<file path="config.mk">
export PLATFORM = sky130hd
export DESIGN_NAME = dlf_result_collector
export DESIGN_NICKNAME = d
export VERILOG_FILES = /design/src/rtl/dlf_pkg.sv /design/src/rtl/dlf_rr_arbiter.sv /design/src/rtl/dlf_result_collector.sv
export SDC_FILE = /design/constraint.sdc
export NUM_CORES = 1
export LEC_CHECK = 0
export ABC_AREA = 1
export CAP_MARGIN = 20
export CORE_ASPECT_RATIO = 1.75
export CORE_MARGIN = 5
export CORE_UTILIZATION = 50
export DETAILED_ROUTE_END_ITERATION = 10
export GPL_TIMING_DRIVEN = 0
export PLACE_DENSITY = 0.8
export SETUP_SLACK_MARGIN = 0.3
export SLEW_MARGIN = 40
export SYNTH_ARGS = -nofsm -noshare
export SYNTH_HDL_FRONTEND = slang
export SYNTH_SLANG_ARGS = --single-unit
</file>
<file path="constraint.sdc">
create_clock -name i_clk -period 5.8 [get_ports i_clk]
set_clock_uncertainty 0.15 [all_clocks]
set_input_delay 1.45 -clock i_clk [delete_from_list [all_inputs] [get_ports i_clk]]
set_output_delay 1.45 -clock i_clk [all_outputs]
set_load 0.01 [all_outputs]
</file>
<file path="src/rtl/dlf_pkg.sv">
// Shared DL-Float result-collector types: datapath width, IEEE-style flag indices, unit channel ids.
// Latency: n/a (types and constants only).
// Backpressure: n/a.
package dlf_pkg;

  localparam int DLF_W      = 16;
  localparam int DLF_NFLAGS = 5;

  // Bit positions inside a flag vector {NV, DZ, OF, UF, NX}
  localparam int FLAG_NX = 0;
  localparam int FLAG_UF = 1;
  localparam int FLAG_OF = 2;
  localparam int FLAG_DZ = 3;
  localparam int FLAG_NV = 4;

  // Channel ids keep the encoding of the old fixed 8:1 output select
  typedef enum logic [2:0] {
    CH_ADD  = 3'd0,
    CH_SUB  = 3'd1,
    CH_MUL  = 3'd2,
    CH_DIV  = 3'd3,
    CH_MAC  = 3'd4,
    CH_SQRT = 3'd5,
    CH_NORM = 3'd6,
    CH_DP   = 3'd7
  } dlf_ch_e;

  typedef logic [DLF_NFLAGS-1:0] dlf_flags_t;

endpackage

</file>
<file path="src/rtl/dlf_rr_arbiter.sv">
// Round-robin arbiter: one-hot grant to the first request at or after i_rr_ptr (wrapping).
// Latency: purely combinational.
// Backpressure: i_en low forces grant to zero (caller withholds it when it cannot accept).
// Ports: i_en enable, i_req request vector, i_rr_ptr search start,
//        o_grant one-hot grant, o_grant_id binary index of the granted channel.
module dlf_rr_arbiter #(
  parameter  int N   = 8,
  localparam int IDW = $clog2(N)
) (
  input  logic           i_en,
  input  logic [N-1:0]   i_req,
  input  logic [IDW-1:0] i_rr_ptr,
  output logic [N-1:0]   o_grant,
  output logic [IDW-1:0] o_grant_id
);

  always_comb begin
    int   w_idx;
    logic w_found;
    o_grant    = '0;
    o_grant_id = '0;
    w_found    = 1'b0;
    w_idx      = 0;
    for (int i = 0; i < N; i++) begin
      // Rotate the search so i_rr_ptr has the highest priority
      w_idx = int'(i_rr_ptr) + i;
      if (w_idx >= N) w_idx = w_idx - N;
      if (i_en && !w_found && i_req[w_idx]) begin
        w_found         = 1'b1;
        o_grant[w_idx]  = 1'b1;
        o_grant_id      = IDW'(w_idx);
      end
    end
  end

endmodule

</file>
<file path="src/rtl/dlf_result_collector.sv">
// Collects results from N arithmetic units round-robin into a DEPTH-entry FIFO tagged with channel id.
// Latency: transfer at edge t is visible at the FIFO head after edge t; no empty bypass.
// Backpressure: grants only while a slot is free (or the head pops this cycle); full + stalled -> no grant.
// Ports: i_clk, i_reset (sync, active-high); i_in_valid/i_in_data/o_in_ready per-channel producers;
//        o_out_valid/o_out_data/o_out_id/i_out_ready head handshake; o_count occupancy.
// Optional DLF_RESCOL_FLAGS_EN: i_in_flags, o_out_flags, o_sticky_flags, i_sticky_clr.
module dlf_result_collector
  import dlf_pkg::*;
#(
  parameter  int W     = DLF_W,
  parameter  int N     = 8,
  parameter  int DEPTH = 4,
  localparam int IDW   = $clog2(N),
  localparam int AW    = $clog2(DEPTH),
  localparam int CW    = AW + 1
) (
  input  logic             i_clk,
  input  logic             i_reset,
  input  logic [N-1:0]     i_in_valid,
  input  logic [N*W-1:0]   i_in_data,
  output logic [N-1:0]     o_in_ready,
  output logic             o_out_valid,
  output logic [W-1:0]     o_out_data,
  output logic [IDW-1:0]   o_out_id,
  input  logic             i_out_ready,
  output logic [CW-1:0]    o_count
`ifdef DLF_RESCOL_FLAGS_EN
  ,
  input  logic [N*DLF_NFLAGS-1:0] i_in_flags,
  output dlf_flags_t              o_out_flags,
  output dlf_flags_t              o_sticky_flags,
  input  logic                    i_sticky_clr
`endif
);

  logic [W-1:0]   r_mem_data [DEPTH];
  logic [IDW-1:0] r_mem_id   [DEPTH];
  logic [AW-1:0]  r_wr_ptr;
  logic [AW-1:0]  r_rd_ptr;
  logic [CW-1:0]  r_count;
  logic [IDW-1:0] r_rr_ptr;

  logic           w_nonempty;
  logic           w_pop;
  logic           w_push_ok;
  logic           w_push;
  logic [N-1:0]   w_grant;
  logic [IDW-1:0] w_grant_id;

  assign w_nonempty = (r_count != '0);
  assign w_pop      = w_nonempty & i_out_ready;
  // A full FIFO can still accept when its head leaves in the same cycle
  assign w_push_ok  = !i_reset && ((r_count < CW'(DEPTH)) || w_pop);

  dlf_rr_arbiter #(.N(N)) u_arb (
    .i_en       (w_push_ok),
    .i_req      (i_in_valid),
    .i_rr_ptr   (r_rr_ptr),
    .o_grant    (w_grant),
    .o_grant_id (w_grant_id)
  );

  assign w_push     = |w_grant;
  assign o_in_ready = w_grant;

  always_ff @(posedge i_clk) begin
    if (i_reset) begin
      r_wr_ptr <= '0;
      r_rd_ptr <= '0;
      r_count  <= '0;
      r_rr_ptr <= '0;
    end else begin
      if (w_push) begin
        r_wr_ptr <= r_wr_ptr + 1'b1;
        r_rr_ptr <= (w_grant_id == IDW'(N - 1)) ? '0 : w_grant_id + 1'b1;
      end
      if (w_pop) r_rd_ptr <= r_rd_ptr + 1'b1;
      case ({w_push, w_pop})
        2'b10:   r_count <= r_count + 1'b1;
        2'b01:   r_count <= r_count - 1'b1;
        default: ;
      endcase
    end
  end

  // Storage is intentionally not reset; occupancy alone decides validity
  always_ff @(posedge i_clk) begin
    if (w_push) begin
      r_mem_data[r_wr_ptr] <= i_in_data[int'(w_grant_id)*W +: W];
      r_mem_id[r_wr_ptr]   <= w_grant_id;
    end
  end

  assign o_out_valid = w_nonempty;
  assign o_out_data  = w_nonempty ? r_mem_data[r_rd_ptr] : '0;
  assign o_out_id    = w_nonempty ? r_mem_id[r_rd_ptr]   : '0;
  assign o_count     = r_count;

`ifdef DLF_RESCOL_FLAGS_EN
  dlf_flags_t r_mem_flg [DEPTH];
  dlf_flags_t r_sticky;
  dlf_flags_t w_head_flg;

  assign w_head_flg = w_nonempty ? r_mem_flg[r_rd_ptr] : '0;

  always_ff @(posedge i_clk) begin
    if (w_push) r_mem_flg[r_wr_ptr] <= i_in_flags[int'(w_grant_id)*DLF_NFLAGS +: DLF_NFLAGS];
  end

  // Clear wins over history, but a flag popped in the same cycle is still recorded
  always_ff @(posedge i_clk) begin
    if (i_reset)           r_sticky <= '0;
    else if (i_sticky_clr) r_sticky <= w_pop ? w_head_flg : '0;
    else if (w_pop)        r_sticky <= r_sticky | w_head_flg;
  end

  assign o_out_flags    = w_head_flg;
  assign o_sticky_flags = r_sticky;
`endif

endmodule

</file>
**After elaboration in Yosys (flattened, before gate mapping)**

Memories as Yosys holds them, arrays and structs flattened. A register that Yosys moved wholly into a read port is not among the register bits.
Index checks and enable logic that the tools add are counted.
Widths: inputs -> output; s select.

- Bits in registers: 10
- Bits in writable memories: 76
- Word-level logic and storage cells: 180
- Memories: 2

- Add/subtract/negate cells: 20
- Order comparisons: 25
- Equal/unequal tests: 3
- Shift-type cells: 1
- Multiplexer cells: 81
- Bitwise operators: 8
- Reduce and logical (&&, ||, !) cells: 36

Memories:

| memory | words | width | read ports | clocked after Yosys merged registers in | write ports | RTL line | RTL |
|---|---|---|---|---|---|---|---|
| r_mem_data | 4 | 16 | 1 | 1 | 1 | dlf_result_collector.sv:36 | `logic [W-1:0] r_mem_data [DEPTH];` |
| r_mem_id | 4 | 3 | 1 | 1 | 1 | dlf_result_collector.sv:37 | `logic [IDW-1:0] r_mem_id [DEPTH];` |

Operators by type and width:

| operator | number |
|---|---|
| $ge 32x1->1 const B | 8 |
| $lt 32x5->1 const B | 8 |
| $mux 32 | 8 |
| $ge 32x5->1 const B | 7 |
| $sub 32x5->32 const B | 7 |
| $shiftx 128x8->16 | 1 |
| $mux 8 | 8 |
| $or 8x8->8 | 7 |
| $mux 1 | 33 |
| $mux 3 | 10 |
| $bmux 1 s3 | 8 |
| $demux 1 s3 | 8 |
| $logic_and 1x1->1 | 24 |
| $add 3x3->4 const B | 4 |
| $mux 16 | 1 |
| $add 3x2->4 const B | 2 |
| $logic_not 1->1 | 8 |
| $mux 2 | 4 |
| $reduce_or 8->1 | 1 |
| $add 3x1->3 const B | 2 |
| $pmux 3 s2 | 1 |
| $sub 3x4->5 const B | 1 |
| $add 2x1->2 const B | 2 |
| $add 3x1->4 const B | 1 |
| 10 further kinds | 10 |

**Depth between registers and ports, before layout**

- Depth in word-level cells: 38
- Depth in mapped cells: 28

**By module**

Synthesis repeated with hierarchy kept, for this count alone.

- Cell total of the unflattened synthesis: 917
- Area total of the unflattened synthesis: 6398.6 um^2

Modules (own cells, without submodules):

| module | times used | cells an instance | area each (um^2) | sequential area each (um^2) |
|---|---|---|---|---|
| dlf_result_collector | 1 | 618 | 4888.4 | 2522.4 |
| dlf_rr_arbiter | 1 | 299 | 1510.2 | 0.0 |

**Least setup slack after synthesis**

Ideal clock, no wire load.

- Path kind: in2reg
- From: input port i_out_ready
- To: memory r_mem_data[0][0] (netlist bit) (enable)
- Library setup time: 0.395 ns
- Arrival time: 3.826 ns
- Required time: 5.255 ns
- Path slack: 1.430 ns
- Cell stages on the path: 15
- Cells stage by stage: inv_1 > a21oi_4 > inv_2 > a21oi_2 > nand4_4 > nor2_4 > buf_2 > nand3_1 > nand2_1 > nor2_1 > nand2_1 > nor2_1 > nand2_1 > inv_2 > nor2_1

- Cells in the longest elaborated chain, start to end: 36

RTL lines:

| item | RTL line | RTL |
|---|---|---|
| start: declaration | dlf_result_collector.sv:25 | `input logic i_out_ready,` |
| $and 1x1->1 (*) | dlf_result_collector.sv:51 | `assign w_pop = w_nonempty & i_out_ready;` |
| $logic_or 1x1->1 (*) | dlf_result_collector.sv:53 | `assign w_push_ok = !i_reset && ((r_count < CW'(DEPTH)) \|\| w_pop);` |
| $logic_and 1x1->1 (*) | dlf_result_collector.sv:53 |  |
| $logic_and 1x1->1 | dlf_rr_arbiter.sv:28 | `if (i_en && !w_found && i_req[w_idx]) begin` |
| $mux 1 | dlf_rr_arbiter.sv:28 |  |
| $logic_not 1->1 | dlf_rr_arbiter.sv:28 |  |
| $logic_and 1x1->1 (2 in series) | dlf_rr_arbiter.sv:28 |  |
| $mux 1 | dlf_rr_arbiter.sv:28 |  |
| [17 not listed] | n/a |  |
| $logic_and 1x1->1 (2 in series) | dlf_rr_arbiter.sv:28 |  |
| $mux 1 | dlf_rr_arbiter.sv:28 |  |
| $logic_not 1->1 | dlf_rr_arbiter.sv:28 |  |
| $logic_and 1x1->1 (2 in series) | dlf_rr_arbiter.sv:28 |  |
| $mux 8 (*) | dlf_rr_arbiter.sv:28 |  |
| $reduce_or 8->1 (*) | dlf_result_collector.sv:63 | `assign w_push = \|w_grant;` |
| $mux 1 (*) | dlf_result_collector.sv:88 | `if (w_push) begin` |
| $mux 1 (implied by the code) (*) | dlf_result_collector.sv:89 | `r_mem_data[r_wr_ptr] <= i_in_data[int'(w_grant_id)*W +: W];` |
| end: declaration | dlf_result_collector.sv:36 |  |

Every way passes the cells marked *; elsewhere a longest branch is shown, timed or not.

**Worst setup path in the final report**

- From: input port i_in_valid[7]
- To: output port o_in_ready[2]

- Cells in the longest elaborated chain, start to end: 33

RTL lines:

| item | RTL line | RTL |
|---|---|---|
| start: declaration | dlf_result_collector.sv:19 | `input logic [N-1:0] i_in_valid,` |
| $bmux 1 s3 | dlf_rr_arbiter.sv:28 |  |
| $mux 1 (implied by the code) (2 in series) | dlf_rr_arbiter.sv:28 |  |
| $logic_and 1x1->1 | dlf_rr_arbiter.sv:28 |  |
| $mux 1 | dlf_rr_arbiter.sv:28 |  |
| $logic_not 1->1 | dlf_rr_arbiter.sv:28 |  |
| $logic_and 1x1->1 (2 in series) | dlf_rr_arbiter.sv:28 |  |
| $mux 1 | dlf_rr_arbiter.sv:28 |  |
| $logic_not 1->1 | dlf_rr_arbiter.sv:28 |  |
| [12 not listed] | n/a |  |
| $logic_and 1x1->1 (2 in series) | dlf_rr_arbiter.sv:28 |  |
| $mux 1 | dlf_rr_arbiter.sv:28 |  |
| $logic_not 1->1 | dlf_rr_arbiter.sv:28 |  |
| $logic_and 1x1->1 (2 in series) | dlf_rr_arbiter.sv:28 |  |
| $mux 1 | dlf_rr_arbiter.sv:28 |  |
| $logic_not 1->1 | dlf_rr_arbiter.sv:28 |  |
| $logic_and 1x1->1 (2 in series) | dlf_rr_arbiter.sv:28 |  |
| $mux 8 (*) | dlf_rr_arbiter.sv:28 |  |
| end: declaration | dlf_result_collector.sv:21 | `output logic [N-1:0] o_in_ready,` |

Every way passes the cells marked *; elsewhere a longest branch is shown, timed or not. The select of a mux whose other input is x is not followed.

==> results.sh <==
export IMPL_drive_gt1_share_pct=11.0
export IMPL_power_density_mw_per_mm2=744
export IMPL_p_leak_nw=4.62
export IMPL_coreArea_mm2=0.0139
export IMPL_slew_headroom_pct=53.7
export IMPL_ys_seq_elements=88
export IMPL_overflow=0
export IMPL_outcome="finished clean"
export IMPL_final_area_mm2=0.00968
export IMPL_hpwl_mm=20.3
export IMPL_crit_family="buffers and inverters"
export IMPL_critPathLaunchType="input port"
export IMPL_finalCritPeriodShare_pct=93.5
export IMPL_ys_flop_type="edfxtp_1"
export IMPL_ir_drop_uv=469
export IMPL_reg2regPathDepth=28
export IMPL_cp_data_required_time_ps=4200
export IMPL_cts_buffers=9
export IMPL_clk_path_buf_depth=2
export IMPL_cts_htree_levels=3
export IMPL_route_detailed_wl_per_inst_um=18.4
export IMPL_die_h_um=167
export IMPL_rr_endpoint="o_count[2]$_SDFFE_PP0P_"
export IMPL_route_detailed_drc=0
export IMPL_vias=7736
export IMPL_crit_type="input port to output port"
export IMPL_worst_r2r_setup_slack_ps=680
export IMPL_syn_to_final_growth_pct=37.1
export IMPL_nets=1410
export IMPL_fp_row_count=57
export IMPL_cp_depth=16
export IMPL_nFillCells=1179
export IMPL_yosysWarnings=0
export IMPL_grt_max_degree=15
export IMPL_final_antenna_net_count=0
export IMPL_crit_path_max_incr_delay_ps=520
export IMPL_hold_path_class="flop to flop"
export IMPL_synth_top_area_cell="edfxtp_1"
export IMPL_critical_path_cell_chain="clkdlybuf4s50_1 -> nand2_1 -> nand3_1 -> nand2_2 -> nand2_1 -> nand3_1 -> nand2_2 -> inv_4 -> nand4_4 -> nor2_4 -> buf_6 -> nand3_1 -> nand2_1 -> nor2_1 -> inv_1 -> clkdlybuf4s50_1"
export IMPL_synth_edff_count=76
export IMPL_antenna_cells=0
export IMPL_netlist_area_mm2=0.00706
export IMPL_cts_tree="done"
export IMPL_antenna_found_initial=0
export IMPL_synth_cells=1051
export IMPL_yosysMostFrequentCell="nand2_1"
export IMPL_hold_viol=0
export IMPL_clock_sinks=88
export IMPL_crit_arrival_ps=3820
export IMPL_seq_area_mm2=0.00252
export IMPL_min_period_ps=5420
export IMPL_via_per_inst=5.38
export IMPL_cts_root_buffer="clkbuf_16"
export IMPL_yosysSeqAreaShare_pct=35.7
export IMPL_drt_iter0_drc=449
export IMPL_grt_pass1_vias=7675
export IMPL_initial_core_util_pct=50.7
export IMPL_gr_usage_all_layers_pct=31.1
export IMPL_worst_pin_slew_ps=695
export IMPL_yosys_top_cells_count="267 x nand2_1, 153 x nor2_1, 148 x inv_1"
export IMPL_cp_max_fo=10
export IMPL_crit_buf_inv=5
export IMPL_die_area_mm2=0.0167
export IMPL_slew_viol_final=0
export IMPL_grt_pass1_wl_mm=39.9
export IMPL_fp_dieW_um=99.8
export IMPL_hold_buffers=0
export IMPL_place_area_mm2=0.00906
export IMPL_wl_mm=26.5
export IMPL_synthesis_nets=1206
export IMPL_setup_viol=0
export IMPL_multi_input_area_mm2=0.00372
export IMPL_min_path_cells=1
export IMPL_async_reset_ff_share_pct=0
export IMPL_slowest_stage="clkdlybuf4s50_1"
export IMPL_clk_pin_slew_ps=60
export IMPL_timing_fmax_mhz=184
export IMPL_io_buffer_count=169
export IMPL_avgSynthCellArea_um2=6.71
export IMPL_io_pins=170
export IMPL_fin_util_pct=69.6
export IMPL_min_from="r_rd_ptr[0]$_SDFFE_PP0P_"
export IMPL_synth_top_area_share_pct=32.3
export IMPL_endpoint_kind="output port"
export IMPL_first_pass_iters=7
export IMPL_synth_distinct_cells=38
export IMPL_rsz0062_at_grt="no"
export IMPL_max_cap_violations=0
export IMPL_clock_latency_ps=340
export IMPL_synth_area_leaders="edfxtp_1 32%, nand2_1 14%, nand3_1 10%"
export IMPL_gp_congestion=0.980
per-layer routing:
layer	wire length (µm)	GRT usage (%)	up-vias
li1	-	-	3762
met1	8380	31.3	3480
met2	14400	58.7	391
met3	1900	3.41	103
met4	1810	19.6	0
met5	0	0	-
layout make-up:
cell class              count  area share (%)
multi-input cells         749            38.4
flip-flops and latches     88            26.1
repair buffers            193            20.2
inverters                 163            6.48
plain buffers              51            3.22
clock buffers              12            2.55
well taps                 177            2.29
clock inverters             4           0.802
cells in the final DEF (no fill, tap or decap), types with 15 or more instances in the layout:
cell type | netlist | layout
inv_1 | 148 | 146
ha_1 | 15 | 15
clkdlybuf4s50_1 | 0 | 162
nand2_2 | 13 | 18
nand3_1 | 143 | 140
nand3b_1 | 35 | 35
a21oi_1 | 35 | 35
edfxtp_1 | 76 | 76
nor2_1 | 153 | 142
clkbuf_1 | 18 | 19
nand2_1 | 267 | 262
o21ai_0 | 50 | 50
buf_4 | 10 | 27
flip-flops by register name (all words and copies together) (netlist names), named ones only:
name        flops
r_rr_ptr        2
o_count         3
r_wr_ptr        2
r_rd_ptr        2
r_mem_data     64
r_mem_id       12
worst reg2reg max path: cells and delay by family (launching register included):
kind / cells / cell delay (ps)
AO/OA/AOI/OAI: 4 / 460
adder cells (fa/ha/maj): 3 / 1030
AND/OR/NAND/NOR: 11 / 1320
flip-flops: 1 / 440
buffers and inverters: 10 / 1620
worst max path at each step:
stage	start	end	slack (ps)
5_1_grt	i_in_valid[2]	o_count[2]$_SDFFE_PP0P_	280
3_3_place_gp	i_in_valid[7]	r_mem_data[1][14]$_DFFE_PP_	-280
2_1_floorplan	i_out_ready	r_mem_data[0][0]$_DFFE_PP_	1430
4_1_cts	i_in_valid[7]	o_in_ready[1]	290
3_5_place_dp	i_in_valid[7]	o_in_ready[6]	20
6_report	i_in_valid[7]	o_in_ready[2]	380
power by group:
part / internal (mW) / switching, mW
clock: 0.391 / 0.231
sequential: 1.42 / 0.0938
combinational: 1.62 / 3.44
timing repair:
action	CTS	global route
setup endpoints to repair	8	8
buffers inserted	12	8
resized for setup	14	20
pin swaps	5	7
cell families after synthesis:
| logic type | count (synthesis) | share of synthesized area (%) |
|---|---|---|
| AO/OA/AOI/OAI | 95 | 7.27 |
| adder cells (fa/ha/maj) | 16 | 2.94 |
| buffers and inverters | 214 | 13.0 |
| flip-flops | 88 | 35.7 |
| AND/OR/NAND/NOR | 638 | 41.1 |
per-stage QoR:
step / setup WS, ps / TNS [ps] / power (mW) / std cells / hold slack (ps)
after detailed placement: 22.4 / 0 / 6.33 / 1401 / 314
after floorplan: 1430 / 0 / 4.55 / 1051 / 286
after global placement: -276 / -19570 / 6.15 / 1397 / 302
final: 375 / 0 / 7.20 / 1437 / 334
after CTS: 285 / 0 / 7.06 / 1429 / 328
after global routing: 276 / 0 / 7.68 / 1437 / 373
No activity file was read; power rests on OpenSTA's default activity.
